$ cat config.mk
export PLATFORM = sky130hd
export DESIGN_NAME = slot_cmd_sequencer
export DESIGN_NICKNAME = d
export VERILOG_FILES = /design/src/rtl/slot_pkg.sv /design/src/rtl/rr_pick.sv /design/src/rtl/slot_cmd_sequencer.sv
export SDC_FILE = /design/constraint.sdc
export NUM_CORES = 1
export LEC_CHECK = 0
export CAP_MARGIN = 30
export CORE_ASPECT_RATIO = 0.5
export CORE_UTILIZATION = 40
export DETAILED_ROUTE_END_ITERATION = 12
export MAX_ROUTING_LAYER = met4
export PLACE_DENSITY = 0.65
export SKIP_LAST_GASP = 1
export SLEW_MARGIN = 20
export SYNTH_ARGS = -nofsm -noshare
export SYNTH_HDL_FRONTEND = slang
export SYNTH_SLANG_ARGS = --single-unit
$ cat constraint.sdc
create_clock -name clk -period 1.8 [get_ports clk]
set_input_delay 0.18 -clock clk [delete_from_list [all_inputs] [get_ports clk]]
set_output_delay 0.18 -clock clk [all_outputs]
set_load 0.02 [all_outputs]
$ cat src/rtl/slot_pkg.sv
// Shared types and sizes for the slot command sequencer and its round-robin picker.
package slot_pkg;

    localparam int N_SLOTS    = 4;
    localparam int SEL_W      = 2;
    localparam int DROP_CNT_W = 8;

    typedef enum logic [1:0] {IDLE, ISSUE, GAP} seq_state_t;

    typedef logic [SEL_W-1:0] slot_sel_t;

endpackage

$ cat src/rtl/rr_pick.sv
// Combinational round-robin finder: first requesting slot at or after ptr, wrapping modulo N_SLOTS.
module rr_pick
    import slot_pkg::*;
(
    input  logic [N_SLOTS-1:0] req,
    input  slot_sel_t          ptr,
    output logic               found,
    output slot_sel_t          idx
);

    slot_sel_t w_cand;

    // Walk from the farthest candidate back to ptr so the nearest requester wins.
    always_comb begin
        found  = 1'b0;
        idx    = ptr;
        w_cand = ptr;
        for (int k = N_SLOTS - 1; k >= 0; k--) begin
            w_cand = ptr + slot_sel_t'(k);
            if (req[w_cand]) begin
                found = 1'b1;
                idx   = w_cand;
            end
        end
    end

endmodule

$ cat src/rtl/slot_cmd_sequencer.sv
// Collects slot set/clear requests, filters illegal ones against a shadow occupancy, and issues one
// command at a time. Optional dropped-request counter enabled by defining SLOT_DROP_CNT_EN.
module slot_cmd_sequencer
    import slot_pkg::*;
(
    input  logic               clk,
    input  logic               rst,
    input  logic [N_SLOTS-1:0] set_req,
    input  logic [N_SLOTS-1:0] clr_req,
    output logic               cmd_en,
    output logic               cmd_val,
    output slot_sel_t          cmd_sel,
    input  logic               cmd_ready,
    output logic [N_SLOTS-1:0] occ,
    output logic               busy,
`ifdef SLOT_DROP_CNT_EN
    output logic [DROP_CNT_W-1:0] drop_cnt,
`endif
    output seq_state_t         dbg_state
);

    // Handshake: cmd_en/cmd_val/cmd_sel stay stable from the cycle cmd_en rises until the edge where
    // cmd_ready=1 is seen with cmd_en=1; that edge is the transfer, and cmd_en then drops for one GAP cycle.

    seq_state_t         r_state, w_state_nxt;
    logic               r_cmd_en, w_cmd_en_nxt;
    logic               r_cmd_val, w_cmd_val_nxt;
    slot_sel_t          r_cmd_sel, w_cmd_sel_nxt;
    slot_sel_t          r_rr_ptr, w_rr_nxt;
    logic [N_SLOTS-1:0] r_occ, w_occ_hs;
    logic [N_SLOTS-1:0] r_set_pend, w_set_hs, w_set_nxt;
    logic [N_SLOTS-1:0] r_clr_pend, w_clr_hs, w_clr_nxt;
    logic               w_found;
    slot_sel_t          w_pick;

`ifdef SLOT_DROP_CNT_EN
    logic [DROP_CNT_W-1:0] r_drop_cnt;
    logic [3:0]            w_drops;
    logic [DROP_CNT_W:0]   w_drop_sum;
`endif

    rr_pick u_rr_pick (
        .req   (r_set_pend | r_clr_pend),
        .ptr   (r_rr_ptr),
        .found (w_found),
        .idx   (w_pick)
    );

    always_comb begin
        w_state_nxt   = r_state;
        w_cmd_en_nxt  = r_cmd_en;
        w_cmd_val_nxt = r_cmd_val;
        w_cmd_sel_nxt = r_cmd_sel;
        w_rr_nxt      = r_rr_ptr;
        w_occ_hs      = r_occ;
        w_set_hs      = r_set_pend;
        w_clr_hs      = r_clr_pend;
        case (r_state)
            IDLE: begin
                if (w_found) begin
                    w_cmd_en_nxt  = 1'b1;
                    w_cmd_val_nxt = r_set_pend[w_pick];
                    w_cmd_sel_nxt = w_pick;
                    w_state_nxt   = ISSUE;
                end
            end
            ISSUE: begin
                if (cmd_ready) begin
                    w_occ_hs[r_cmd_sel] = r_cmd_val;
                    w_set_hs[r_cmd_sel] = 1'b0;
                    w_clr_hs[r_cmd_sel] = 1'b0;
                    w_rr_nxt            = r_cmd_sel + slot_sel_t'(1);
                    w_cmd_en_nxt        = 1'b0;
                    w_state_nxt         = GAP;
                end
            end
            GAP:     w_state_nxt = IDLE;
            default: w_state_nxt = IDLE;
        endcase
    end

    // New requests are judged against occupancy/pending as they stand after this cycle's handshake.
    always_comb begin
        w_set_nxt = w_set_hs;
        w_clr_nxt = w_clr_hs;
`ifdef SLOT_DROP_CNT_EN
        w_drops   = '0;
`endif
        for (int i = 0; i < N_SLOTS; i++) begin
            if (set_req[i] && clr_req[i]) begin
`ifdef SLOT_DROP_CNT_EN
                w_drops = w_drops + 4'd2;
`endif
            end else begin
                if (set_req[i]) begin
                    if (w_occ_hs[i] || w_set_hs[i]) begin
`ifdef SLOT_DROP_CNT_EN
                        w_drops = w_drops + 4'd1;
`endif
                    end else begin
                        w_set_nxt[i] = 1'b1;
                    end
                end
                if (clr_req[i]) begin
                    if (!w_occ_hs[i] || w_clr_hs[i]) begin
`ifdef SLOT_DROP_CNT_EN
                        w_drops = w_drops + 4'd1;
`endif
                    end else begin
                        w_clr_nxt[i] = 1'b1;
                    end
                end
            end
        end
    end

`ifdef SLOT_DROP_CNT_EN
    assign w_drop_sum = {1'b0, r_drop_cnt} + (DROP_CNT_W + 1)'(w_drops);

    always_ff @(posedge clk) begin
        if (rst) begin
            r_drop_cnt <= '0;
        end else if (w_drop_sum[DROP_CNT_W]) begin
            r_drop_cnt <= '1;
        end else begin
            r_drop_cnt <= w_drop_sum[DROP_CNT_W-1:0];
        end
    end

    assign drop_cnt = r_drop_cnt;
`endif

    always_ff @(posedge clk) begin
        if (rst) begin
            r_state    <= IDLE;
            r_cmd_en   <= 1'b0;
            r_cmd_val  <= 1'b0;
            r_cmd_sel  <= '0;
            r_rr_ptr   <= '0;
            r_occ      <= '0;
            r_set_pend <= '0;
            r_clr_pend <= '0;
        end else begin
            r_state    <= w_state_nxt;
            r_cmd_en   <= w_cmd_en_nxt;
            r_cmd_val  <= w_cmd_val_nxt;
            r_cmd_sel  <= w_cmd_sel_nxt;
            r_rr_ptr   <= w_rr_nxt;
            r_occ      <= w_occ_hs;
            r_set_pend <= w_set_nxt;
            r_clr_pend <= w_clr_nxt;
        end
    end

    assign cmd_en    = r_cmd_en;
    assign cmd_val   = r_cmd_val;
    assign cmd_sel   = r_cmd_sel;
    assign occ       = r_occ;
    assign busy      = (|r_set_pend) | (|r_clr_pend) | (r_state != IDLE);
    assign dbg_state = r_state;

endmodule

==> impl_metrics.json <==
{
  "outcome": "finished, final reports clean",
  "drtAntennaViolNets": 0,
  "flow.area_growth_from_synthesis_pct": 34.6,
  "post_dp_cell_area_mm2": 0.00136,
  "sum_of_overflow_across_all_layers_after_global_routing": 0,
  "average_routed_wire_per_standard_cell_um": 12.7,
  "synth-edff-count": 0,
  "crit_path_end_kind": "flip-flop",
  "ctsHtreeMaxLevel": 1,
  "post-route-drc-count": 0,
  "layout_setup_ws_ns": 0.107,
  "synth_cell_type_count": 35,
  "wl_mm": 2.38,
  "worst-slew-pin-transition_ns": 0.438,
  "first_global_vias": 846,
  "layout-drive-gt1-share": 0.178,
  "area_share_of_the_largest_cell_type_after_synthesis": 0.380,
  "postLayoutCellArea_mm2": 0.00142,
  "hold_fix_buffers_at_cts": 0,
  "critical_path.max_stage_delay_ns": 0.43,
  "die_area_mm2": 0.00286,
  "powerDensity_mw_per_mm2": 829,
  "vias_per_cell": 5.17,
  "clock_latency_ns": 0.26,
  "cts.path.max_buffers": 2,
  "floorplan.core_area_mm2": 0.00234,
  "floorplan.rows": 12,
  "crit_chain": "nor2_4 -> buf_4 -> o21a_1 -> o22ai_4 -> mux2i_1 -> a2111oi_2",
  "buffer_cell_driving_the_clock_tree_root": "clkbuf_8",
  "tritoncts": "yes",
  "synthesized_cell_area_mm2": 0.00105,
  "synthFlopType": "dfxtp_1",
  "ys_seq_elements": 20,
  "drt_first_iter_violations": 84,
  "antenna_found_initial": 0,
  "critPathSlowestCell": "a2111oi_2",
  "fin_setup_tns_ns": 0,
  "worstHoldPathType": "flip-flop to flip-flop",
  "timing.final.hold_violations": 0,
  "layout_min_cycle_time_ns": 1.69,
  "track_usage": 0.197,
  "worst_ep_required_time_ns": 1.94,
  "cp_data_arrival_time_ns": 1.83,
  "finalSetupViolCount": 0,
  "chipHeight_um": 38.3,
  "power.share.sequential": 0.433,
  "cp_max_fo": 6,
  "power.clock.fraction": 0.290,
  "grt_max_degree": 20,
  "max_freq_ghz": 0.591,
  "reg2regPathDepth": 6,
  "leakage_uw": 0.000581,
  "cellInternalPower_uw": 826,
  "min_delay_path_depth": 2,
  "cts_sinks": 20,
  "num_antenna_cells": 0,
  "cts-buffers-inserted": 3,
  "dp_worst_setup_slack_ns": 0.00463,
  "maxSlewHeadroom": 0.708,
  "synthesized_net_count": 136,
  "share_comb_of_total_power": 0.277,
  "grt_pass1_wl_mm": 3.92,
  "netlist_instances": 121,
  "finalCritPeriodShare": 0.941,
  "vdd_drop_max_mv": 0.426,
  "clkTransAtPathRegs_ns": 0.07,
  "synth_sequential_area_ratio": 0.380,
  "critical_path.startpoint_type": "flip-flop",
  "dr.pass1.iters": 4,
  "syn_avg_cell_area_um2": 8.71,
  "detailed_place_hpwl_mm": 1.79,
  "grt_setup_unrepaired": "no",
  "synth_commonest_cells": "20 x dfxtp_1, 20 x nor2_1, 11 x nand2_1, 8 x a21oi_1",
  "power.switching_uw": 350,
  "max-cap-violations": 0,
  "finalClockSkew_ns": 0.000690,
  "synth_async_sr_flop_share": 0,
  "power.switching_fraction": 0.298,
  "ys_warn_count": 0,
  "initial_utilization": 0.450,
  "die_w_um": 74.6,
  "drv_slew": 0,
  "port_buffers": 21,
  "post-layout-total-power_uw": 1180,
  "top_level_ports": 22,
  "place_congestion": 0.756,
  "num-nets-final": 168,
  "yosys-top-cells-area": "dfxtp_1 38%, nor2_1 7.1%, mux2i_1 5.7%, ha_1 4.8%, nand2_1 3.9%",
  "synth.largest_area_cell": "dfxtp_1",
  "critPathKind": "flip-flop to flip-flop",
  "vias": 967
}
final timing paths:
kind	start	end	slack, ns
setup / recovery	r_set_pend[0]	cmd_val	0.11
hold / removal	cmd_en	cmd_en	0.50
setup reg to reg	r_set_pend[0]	cmd_val	0.11
hold reg to reg	cmd_en	cmd_en	0.50
power by group through the flow:
stage          registers, uW  logic [uW]  clock network, uW
6_report                 509         326                341
3_3_place_gp             517         324                  0
4_1_cts                  508         326                348
3_5_place_dp             518         325                  0
5_1_grt                  514         357                373
2_1_floorplan            535         180                  0
cells by family (layout without fill, tap and decap cells):
logic type	count (synthesis)	after routing	share of synthesized area
AO/OA/AOI/OAI	30	30	0.217
adder cells (fa/ha/maj)	4	4	0.0475
AND/OR/NAND/NOR	50	50	0.253
flip-flops	20	20	0.380
buffers and inverters	11	42	0.0451
multiplexers	6	6	0.0570
flip-flops by register name, indices dropped and copies added (netlist names):
name,flops
occ,4
r_clr_pend,4
r_set_pend,4
cmd_sel,2
dbg_state,2
r_rr_ptr,2
cmd_en,1
cmd_val,1
worst max-delay path, delay by kind of cell (launching register included):
family	cells	cell delay (ns)
buffers and inverters	1	0.15
and+or+nand+nor	1	0.06
AOI/OAI and AO/OA	3	0.82
muxes	1	0.12
DFF	1	0.42
routing by layer:
metal | global-route usage | part of all wire | routed length (um)
met1 | 0.262 | 0.49 | 1170
met2 | 0.302 | 0.45 | 1080
met3 | 0.0553 | 0.050 | 119
met4 | 0.0425 | 0.0025 | 6
met5 | - | 0 | 0
area by class of cell:
cell class / count / area [um^2]
Inverter: 6 / 22.5
Fill cell: 220 / 925
Multi-Input combinational cell: 90 / 608
Tap cell: 35 / 43.8
Sequential cell: 20 / 400
Clock buffer: 4 / 55.1
Timing Repair Buffer: 32 / 288
metrics by stage:
step | std cells | util | hold slack [ns]
2_1_floorplan | 121 | - | 0.354
3_3_place_gp | 182 | 0.580 | 0.481
3_5_place_dp | 182 | 0.580 | 0.483
4_1_cts | 187 | 0.606 | 0.500
5_1_grt | 187 | 0.605 | 0.562
6_report | 187 | 0.605 | 0.495
cell usage in the layout, fill, tap and decap left out, drive strengths merged:
cell type      instances
or3                    1
and3b                  1
nand3b                 1
a31oi                  1
nand2                 11
nor3b                  3
buf                   11
nor3                   5
inv                    6
nand3                  1
o21ai                  6
a21oi                  8
or2                    1
clkdlybuf4s50         20
mux2i                  6
nor2                  23
nand4                  1
ha                     4
nor2b                  1
o21bai                 2
a32oi                  4
a211o                  1
o21a                   1
a2111oi                1
dfxtp                 20
a22oi                  1
a211oi                 2
clkbuf                 5
nand2b                 1
o32a                   1
o22ai                  2
repair_timing:
action / CTS / global route
setup endpoints to repair: 1 / 1
setup buffers: 1 / 0
endpoints found under the hold margin: 0 / 0
pin swaps: 1 / 1
gates resized for setup: 1 / 3
Note: power is estimated with default switching activity, not from simulation.
